## src/rtl/nv_nvdla_bdma_mcif_responder.sv

```systemverilog
`timescale 1ns/1ps
// -----------------------------------------------------------------------------
// nv_nvdla_bdma_mcif_responder
// Memory-side endpoint for the BDMA mcif read and write ports, backed by a
// single-port synchronous SRAM.
//   - Read requests are split into per-atom SRAM reads. Beats are returned
//     through a 2-entry output buffer and are throttled by a latency-FIFO
//     credit counter.
//   - Write command packets open a burst. The data packets that follow are
//     written straight into the SRAM. If the command asked for an ack, a
//     one-cycle completion pulse follows the last beat.
// Ports:
//   nvdla_core_clk / nvdla_core_rstn    clock, async active-low reset
//   bdma2mcif_rd_req_*                  read request (addr, size)
//   mcif2bdma_rd_rsp_*                  256-bit read beats, mask bit always 1
//   bdma2mcif_rd_cdt_lat_fifo_pop       one credit returned per high cycle
//   bdma2mcif_wr_req_*                  write cmd/data packets, [257] = pkt id
//   mcif2bdma_wr_rsp_complete           write completion pulse
//   mem_*                               SRAM port (read data 1 cycle later)
// -----------------------------------------------------------------------------
module nv_nvdla_bdma_mcif_responder #(
    parameter int MEM_AW    = 10,
    parameter int LAT_DEPTH = 8
) (
    input  logic              nvdla_core_clk,
    input  logic              nvdla_core_rstn,
    input  logic              bdma2mcif_rd_req_valid,
    output logic              bdma2mcif_rd_req_ready,
    input  logic [78:0]       bdma2mcif_rd_req_pd,
    output logic              mcif2bdma_rd_rsp_valid,
    input  logic              mcif2bdma_rd_rsp_ready,
    output logic [256:0]      mcif2bdma_rd_rsp_pd,
    input  logic              bdma2mcif_rd_cdt_lat_fifo_pop,
    input  logic              bdma2mcif_wr_req_valid,
    output logic              bdma2mcif_wr_req_ready,
    input  logic [257:0]      bdma2mcif_wr_req_pd,
    output logic              mcif2bdma_wr_rsp_complete,
    output logic              mem_en,
    output logic              mem_we,
    output logic [MEM_AW-1:0] mem_addr,
    output logic [255:0]      mem_wdata,
    input  logic [255:0]      mem_rdata
);
    localparam int CW = $clog2(LAT_DEPTH + 1);

    typedef enum logic [1:0] {
        S_IDLE   = 2'd0,
        S_RD     = 2'd1,
        S_WR_CMD = 2'd2,
        S_WR_DAT = 2'd3
    } state_t;

    state_t              r_state;
    state_t              w_state_nxt;
    logic [MEM_AW-1:0]   r_addr;
    logic [15:0]         r_cnt;
    logic                r_ack;
    logic                r_cmpl;
    logic                r_alive;
    logic                r_inflight;
    logic [CW-1:0]       r_credit;
    logic [CW-1:0]       w_credit_inc;
    logic [255:0]        r_fifo_mem [2];
    logic                r_wp;
    logic                r_rp;
    logic [1:0]          r_fcnt;
    logic [1:0]          w_occ;
    logic                w_is_data;
    logic                w_rd_acc;
    logic                w_wr_cmd_acc;
    logic                w_wr_dat_acc;
    logic                w_rd_issue;
    logic                w_last;
    logic                w_push;
    logic                w_pop;
    logic                w_unused_bits;

    // Handshakes are decoded from state and valids, not from the ready outputs,
    // so no combinational path loops back through the output logic. r_alive
    // keeps every ready low while reset is asserted and for the first cycle after.
    assign w_is_data    = bdma2mcif_wr_req_pd[257];
    assign w_rd_acc     = r_alive && (r_state == S_IDLE) && bdma2mcif_rd_req_valid
                          && !bdma2mcif_wr_req_valid;
    assign w_wr_cmd_acc = r_alive && (r_state == S_IDLE) && bdma2mcif_wr_req_valid
                          && !w_is_data;
    assign w_wr_dat_acc = (r_state == S_WR_DAT) && bdma2mcif_wr_req_valid && w_is_data;
    assign w_last       = (r_cnt == 16'd1);

    // Keep at most two beats between issue and the consumer: buffered plus in flight.
    assign w_occ        = r_fcnt + {1'b0, r_inflight};
    assign w_rd_issue   = (r_state == S_RD) && (r_credit < CW'(LAT_DEPTH)) && (w_occ < 2'd2);
    assign w_credit_inc = r_credit + {{(CW-1){1'b0}}, w_rd_issue};

    assign w_push       = r_inflight;
    assign w_pop        = (r_fcnt != 2'd0) && mcif2bdma_rd_rsp_ready;

    assign mcif2bdma_rd_rsp_valid    = (r_fcnt != 2'd0);
    assign mcif2bdma_rd_rsp_pd       = mcif2bdma_rd_rsp_valid ? {1'b1, r_fifo_mem[r_rp]} : 257'd0;
    assign mcif2bdma_wr_rsp_complete = r_cmpl;

    // Address bits below the atom and above the SRAM range, plus the write mask,
    // have no effect on this endpoint.
    assign w_unused_bits = ^{bdma2mcif_rd_req_pd[63:MEM_AW+5], bdma2mcif_rd_req_pd[4:0],
                             bdma2mcif_wr_req_pd[256]};

    // State register.
    always_ff @(posedge nvdla_core_clk or negedge nvdla_core_rstn) begin
        if (!nvdla_core_rstn) begin
            r_state <= S_IDLE;
        end else begin
            r_state <= w_state_nxt;
        end
    end

    // Next-state decode. A write has priority in IDLE. A data packet seen in IDLE is dropped.
    always_comb begin
        w_state_nxt = r_state;
        case (r_state)
            S_IDLE:   w_state_nxt = w_wr_cmd_acc ? S_WR_DAT : (w_rd_acc ? S_RD : S_IDLE);
            S_RD:     w_state_nxt = (w_rd_issue && w_last) ? S_IDLE : S_RD;
            S_WR_DAT: w_state_nxt = (w_wr_dat_acc && w_last) ? S_IDLE : S_WR_DAT;
            default:  w_state_nxt = S_IDLE;
        endcase
    end

    // Output decode: request readies and the SRAM port.
    always_comb begin
        bdma2mcif_rd_req_ready = 1'b0;
        bdma2mcif_wr_req_ready = 1'b0;
        mem_en                 = 1'b0;
        mem_we                 = 1'b0;
        mem_addr               = {MEM_AW{1'b0}};
        mem_wdata              = 256'd0;
        case (r_state)
            S_IDLE: begin
                bdma2mcif_rd_req_ready = r_alive && !bdma2mcif_wr_req_valid;
                bdma2mcif_wr_req_ready = r_alive;
            end
            S_RD: begin
                mem_en   = w_rd_issue;
                mem_addr = w_rd_issue ? r_addr : {MEM_AW{1'b0}};
            end
            S_WR_DAT: begin
                // A new command packet is held off until the current burst ends.
                bdma2mcif_wr_req_ready = w_is_data;
                mem_en    = w_wr_dat_acc;
                mem_we    = w_wr_dat_acc;
                mem_addr  = w_wr_dat_acc ? r_addr : {MEM_AW{1'b0}};
                mem_wdata = w_wr_dat_acc ? bdma2mcif_wr_req_pd[255:0] : 256'd0;
            end
            default: begin
                bdma2mcif_rd_req_ready = 1'b0;
            end
        endcase
    end

    // Transfer bookkeeping: word address, beats remaining, ack flag, completion pulse.
    always_ff @(posedge nvdla_core_clk or negedge nvdla_core_rstn) begin
        if (!nvdla_core_rstn) begin
            r_addr  <= {MEM_AW{1'b0}};
            r_cnt   <= 16'd0;
            r_ack   <= 1'b0;
            r_cmpl  <= 1'b0;
            r_alive <= 1'b0;
        end else begin
            r_alive <= 1'b1;
            r_cmpl  <= w_wr_dat_acc && w_last && r_ack;
            if (w_wr_cmd_acc) begin
                r_addr <= bdma2mcif_wr_req_pd[MEM_AW+4:5];
                r_cnt  <= {3'd0, bdma2mcif_wr_req_pd[76:64]} + 16'd1;
                r_ack  <= bdma2mcif_wr_req_pd[77];
            end else if (w_rd_acc) begin
                r_addr <= bdma2mcif_rd_req_pd[MEM_AW+4:5];
                r_cnt  <= {1'b0, bdma2mcif_rd_req_pd[78:64]} + 16'd1;
            end else if (w_rd_issue || w_wr_dat_acc) begin
                r_addr <= r_addr + MEM_AW'(1);
                r_cnt  <= r_cnt - 16'd1;
            end else begin
                r_addr <= r_addr;
            end
        end
    end

    // Credit counter. An issue and a pop in the same cycle cancel out. A pop at zero saturates.
    always_ff @(posedge nvdla_core_clk or negedge nvdla_core_rstn) begin
        if (!nvdla_core_rstn) begin
            r_credit <= {CW{1'b0}};
        end else if (bdma2mcif_rd_cdt_lat_fifo_pop && (w_credit_inc != {CW{1'b0}})) begin
            r_credit <= w_credit_inc - CW'(1);
        end else begin
            r_credit <= w_credit_inc;
        end
    end

    // Two-entry read output buffer, loaded with SRAM data one cycle after each issue.
    always_ff @(posedge nvdla_core_clk or negedge nvdla_core_rstn) begin
        if (!nvdla_core_rstn) begin
            r_inflight    <= 1'b0;
            r_wp          <= 1'b0;
            r_rp          <= 1'b0;
            r_fcnt        <= 2'd0;
            r_fifo_mem[0] <= 256'd0;
            r_fifo_mem[1] <= 256'd0;
        end else begin
            r_inflight <= w_rd_issue;
            r_fcnt     <= r_fcnt + {1'b0, w_push} - {1'b0, w_pop};
            r_rp       <= w_pop ? ~r_rp : r_rp;
            if (w_push) begin
                r_fifo_mem[r_wp] <= mem_rdata;
                r_wp             <= ~r_wp;
            end else begin
                r_wp <= r_wp;
            end
        end
    end

endmodule

```

## config.mk

```make
export PLATFORM = sky130hd
export DESIGN_NAME = nv_nvdla_bdma_mcif_responder
export DESIGN_NICKNAME = d
export VERILOG_FILES = /design/src/rtl/nv_nvdla_bdma_mcif_responder.sv
export SDC_FILE = /design/constraint.sdc
export NUM_CORES = 1
export LEC_CHECK = 0
export CORE_AREA = 2 2 439 441
export DETAILED_ROUTE_END_ITERATION = 8
export DIE_AREA = 0 0 441 443
export DONT_BUFFER_PORTS = 1
export PLACE_DENSITY = 0.34
export SETUP_SLACK_MARGIN = 0.05
export SYNTH_ARGS = -nofsm -noshare
export SYNTH_HDL_FRONTEND = slang
export SYNTH_SLANG_ARGS = --single-unit
export TNS_END_PERCENT = 50
```

## constraint.sdc

```tcl
create_clock -name nvdla_core_clk -period 2.7 [get_ports nvdla_core_clk]
set_clock_uncertainty 0.05 [all_clocks]
set_input_delay 0.81 -clock nvdla_core_clk [delete_from_list [all_inputs] [get_ports nvdla_core_clk]]
set_output_delay 0.81 -clock nvdla_core_clk [all_outputs]
set_load 0.1 [all_outputs]
```

=== Word level (Yosys, flattened, before mapping) ===
Cells that the tools add are included.

* Memories kept: 0
* Flip-flop bits (word level): 552
* RAM bits: 0
* Output and inout bits: 529
* Bits in latches: 0
* Bits in read-only memories: 0
* Input port bits: 599
* Logic and storage cells: 84

* Shifts and indexed selects: 0
* $lt $le $gt $ge: 5
* Reduce and logical (&&, ||, !) cells: 23
* $mul: 0
* $add $sub $neg: 8
* Equal/unequal tests: 3
* Bitwise operators: 4
* Mux-type cells: 28
* Div/mod/pow operators: 0

{| class="wikitable"
|+ Operators by type and width
! cell !! number
|-
| $mux 256 || 6
|-
| $bwmux 512 || 1
|-
| $mux 257 || 1
|-
| $demux 256 s1 || 1
|-
| $mux 10 || 5
|-
| $mux 16 || 3
|-
| $pmux 10 s2 || 1
|-
| $add 15x1->16 const B || 1
|-
| $eq 16x1->1 const B || 1
|-
| $logic_and 1x1->1 || 16
|-
| $sub 16x1->16 const B || 1
|-
| $add 13x1->14 const B || 1
|-
| $add 10x1->10 const B || 1
|-
| $pmux 2 s3 || 1
|-
| $add 4x1->4 || 1
|-
| $ge 2x2->1 const B || 2
|-
| $lt 4x4->1 const B || 1
|-
| $mux 1 || 4
|-
| $mux 2 || 2
|-
| $mux 4 || 1
|-
| $not 1->2 || 2
|-
| $pmux 1 s2 || 2
|-
| $reduce_bool 4->1 || 1
|-
| $sub 4x1->4 const B || 1
|-
| 12 further kinds || 14
|}

=== Logic depth before layout (Yosys ltp) ===
* Depth in word-level cells: 7
* Depth in mapped cells: 13
* Gate-level depth less buffers: 13

=== Worst setup path before layout ===
No wires, ideal clock.

* Path type: in2out
* Start: input bdma2mcif_wr_req_valid
* End: output mem_addr[0]
* Slack: -1.204 ns
* Data arrival time: 3.044 ns
* Stages on the path: 6
* Required time: 1.840 ns
* Cell sequence: nand3_1 clkinv_2 a21oi_4 inv_2 clkbuf_1 and2_1

* Word-level cells in the longest chain between the ends: 4

{| class="wikitable"
|+ Ends and longest elaborated chain
! item !! line !! text
|-
| start: declaration || 34 || <nowiki>input logic bdma2mcif_wr_req_valid,</nowiki>
|-
| $logic_and 1x1->1 (2 in a row) || 86 || <nowiki>assign w_wr_dat_acc = (r_state == S_WR_DAT) && bdma2mcif_wr_req_valid && w_is_data;</nowiki>
|-
| $mux 10 || 148 || <nowiki>mem_addr = w_wr_dat_acc ? r_addr : {MEM_AW{1'b0}};</nowiki>
|-
| $pmux 10 s2 || 134 || <nowiki>case (r_state)</nowiki>
|-
| end: declaration || 40 || <nowiki>output logic [MEM_AW-1:0] mem_addr,</nowiki>
|}

No other way between the ends.

=== Worst setup path in the final report ===
* Start: register r_state[0]
* End: output mem_addr[4]

* Word-level cells in the longest chain between the ends: 5

{| class="wikitable"
|+ Ends and longest elaborated chain
! item !! line !! text
|-
| start: declaration || 53 || <nowiki>state_t r_state;</nowiki>
|-
| start signal: assignment || 111 || <nowiki>r_state <= w_state_nxt;</nowiki>
|-
| $eq 2x2->1 or $eq 2x1->1 (tied branches) || 86, 134, 91 ||
|-
| $logic_and 1x1->1, on equally long branches (2 in a row) || 86, 91 ||
|-
| $mux 10, on equally long branches || 148, 141 ||
|-
| $pmux 10 s2 * || 134 ||
|}

Mark *: on every way between the ends. The rest lies on a longest branch, timed or not.

==> flow_summary.toml <==
[global_route]
grt_pass1_vias = 21900
grt_max_degree = 553
grt_overflow = 0
grt_pass1_wl_um = 210000
antenna_found_initial = 84
globalRouteTotalUtil_pct = 15.9

[floorplanning]
coreArea_sq_mm = 0.191
boundaryPins = 1128
die-area_sq_mm = 0.195
rows = 161
die_x_um = 441
start_util_pct = 14.3
die_h_um = 443

[yosys]
synth_edf_count = 0
synth_fp_nets = 2907
ys_seq_elements = 552
synth_area_leaders = "dfrtp_1 50%, mux2_2 21%, mux2i_1 9.4%"
ys_warn_count = 0
syn_avg_cell_area_sq_um = 11.9
yosysTopAreaCell = "dfrtp_1"
synth.distinct_cells = 62
yosys.area.top_type_share_pct = 50.4
synth_common_cells = "552 x dfrtp_1, 512 x mux2_2, 286 x nor2_1"
synthArstFlopShare_pct = 100
synthesis.area_sq_mm = 0.0274
yosysSeqAreaShare_pct = 50.4
yosysMostFrequentCell = "dfrtp_1"
synth-main-ff-cell = "dfrtp_1"
syn_inst = 2294

[job]
max-cap-violations = 0

[detailed_routing]
met1_length_um = 64800
via_per_inst = 3.85
wl_met3_um = 18900
wl_um = 160000
drtAntennaViolNets = 0
route.met2.wl_um = 73000
wl_per_cell_um = 29.0
drc_errors = 0
vias = 21200
drt-initial-drc-count = 1051
drtPass1Iterations = 5
dr.max_layer_used = "met5"

[place]
numPortBuffers = 0
hpwlAfterDp_um = 125000
dp_slack_ns = -0.0117
place_congestion = 1.17

[setup_path]
startpoint_type = "register"
arrival_ns = 2.29
worstPathRequired_ns = 1.84
worst_setup_path_end_kind = "primary output"
crit_fanout = 14
reg2reg_slack_ns = 0.14
worstSetupPathType = "register to primary output"

[timing]
final.setup.worst_slack_ns = -0.450
fin_crit_ns = 3.15
report.final.hold_viol_count = 0
rsz0062_at_grt = "true"
fin_crit_sh_pct = 117
fmax_mhz = 317
setup_viol = 528
tightest_slew_ns = 1.02
slew_headroom_pct = 32.1
slew_violations = 0
whs_ns = 0.0484

[finish]
drive_gt1_share_pct = 63.5
fill_cells = 20000
nets = 3530
area_delta_synth_final_pct = 74.0

[worst_hold_path]
worst_hold_path_type = "input port to asynchronous set/reset pin"

[clock_network]
numCtsBuffers = 76
cts_max_level = 3
cts.sinks = 552
root_buffer = "clkbuf_16"
cts_buffer_depth = 3
cts_tree = "yes"
clk_pin_slew_ns = 0.06
clk_latency_ns = 0.68

[outcome]
status = "finished, violations left"
violations = "negative setup slack"
## logic make-up after synthesis
| family | Yosys count | synth area share (%) |
|---|---|---|
| fa+ha+maj | 14 | 0.640 |
| other cells | 1 | 0.0137 |
| simple gates | 657 | 12.3 |
| buf+inv | 175 | 2.77 |
| mux | 769 | 30.4 |
| xor+xnor | 45 | 1.47 |
| compound gates | 81 | 1.93 |
| flops | 552 | 50.4 |
## timing repair
action / 4_1_cts / 5_1_grt
hold endpoints to repair: 552 / 76
endpoints found under the setup margin: 529 / 530
gates cloned: 8 / 10
setup buffers: 18 / 11
pin swaps: 5 / 39
gates resized for setup: 194 / 230
## state kept, by name, indices dropped and copies added (netlist names)
register	flops
mcif2bdma_wr_rsp_complete	1
r_rp	1
r_credit	4
r_fifo_mem	512
r_ack	1
r_cnt	16
r_wp	1
r_state	2
r_addr	10
r_alive	1
r_fcnt	2
r_inflight	1
## path summary, 6_finish.rpt
check	cells past startpoint	from	endpoint
setup / recovery	9	r_state[0]	mem_addr[4]
hold / removal	1	nvdla_core_rstn	r_fifo_mem[350]
setup reg to reg	13	r_inflight	r_credit[3]
hold reg to reg	2	r_ack	r_ack
max in group asynchronous	2	nvdla_core_rstn	r_fifo_mem[238]
min in group nvdla_core_clk	1	bdma2mcif_wr_req_pd[64]	r_cnt[0]
## critical path: stages (launching register included)
cell      delay, ns
dfrtp_1        0.41
ha_4           0.19
nand3_4        0.09
clkinv_8       0.12
buf_12         0.15
a21oi_4        0.12
inv_2          0.06
buf_12         0.14
and2_4         0.17
buf_12         0.16
## placed cells by master, fill, tap and decap left out, drive strengths merged, types with 3 or more instances in the layout
master	instances
nor4	9
buf	692
a21oi	21
nand2	33
o22ai	10
dfrtp	552
clkbuf	123
nand4	10
a221oi	4
nand4b	3
and2	266
a211oi	7
mux2i	257
or4	3
diode	20
and3	3
and4b	3
nor2	288
inv	20
o211ai	4
nand3	22
a31oi	6
ha	14
nor3	9
o21ai	17
mux2	512
xor2	20
xnor2	25
clkinv	13
## routing by layer
metal / track usage [%] / vias up
met5: 0 / -
met4: 3.53 / 22
met3: 8.03 / 232
met2: 24.5 / 876
met1: 19.6 / 10900
li1: - / 9204
## through the flow
step                setup TNS [ns]  std cells  util [%]  area [sq um]
floorplan                  -135.96       2294         -         28600
global placement           -0.0139       5332      22.5         43000
detailed placement         -0.0329       5332      22.5         43000
CTS                        -249.42       5490      24.3         46500
global route               -246.63       5515      24.9         47600
finish                     -178.07       5518      24.9         47600
## final cells by class
cell class,count,area (sq um),area share [%]
Sequential cell,552,13800,29.0
Antenna cell,20,50.0,0.105
Clock buffer,113,2210,4.64
Multi-Input combinational cell,1567,15300,32.1
Inverter,17,81.3,0.171
Clock inverter,20,279,0.586
Tap cell,2526,3160,6.63
Timing Repair Buffer,703,12700,26.7
Power is not shown: default switching activity piles up to over one toggle a cycle in this logic, so the estimate is an artifact.
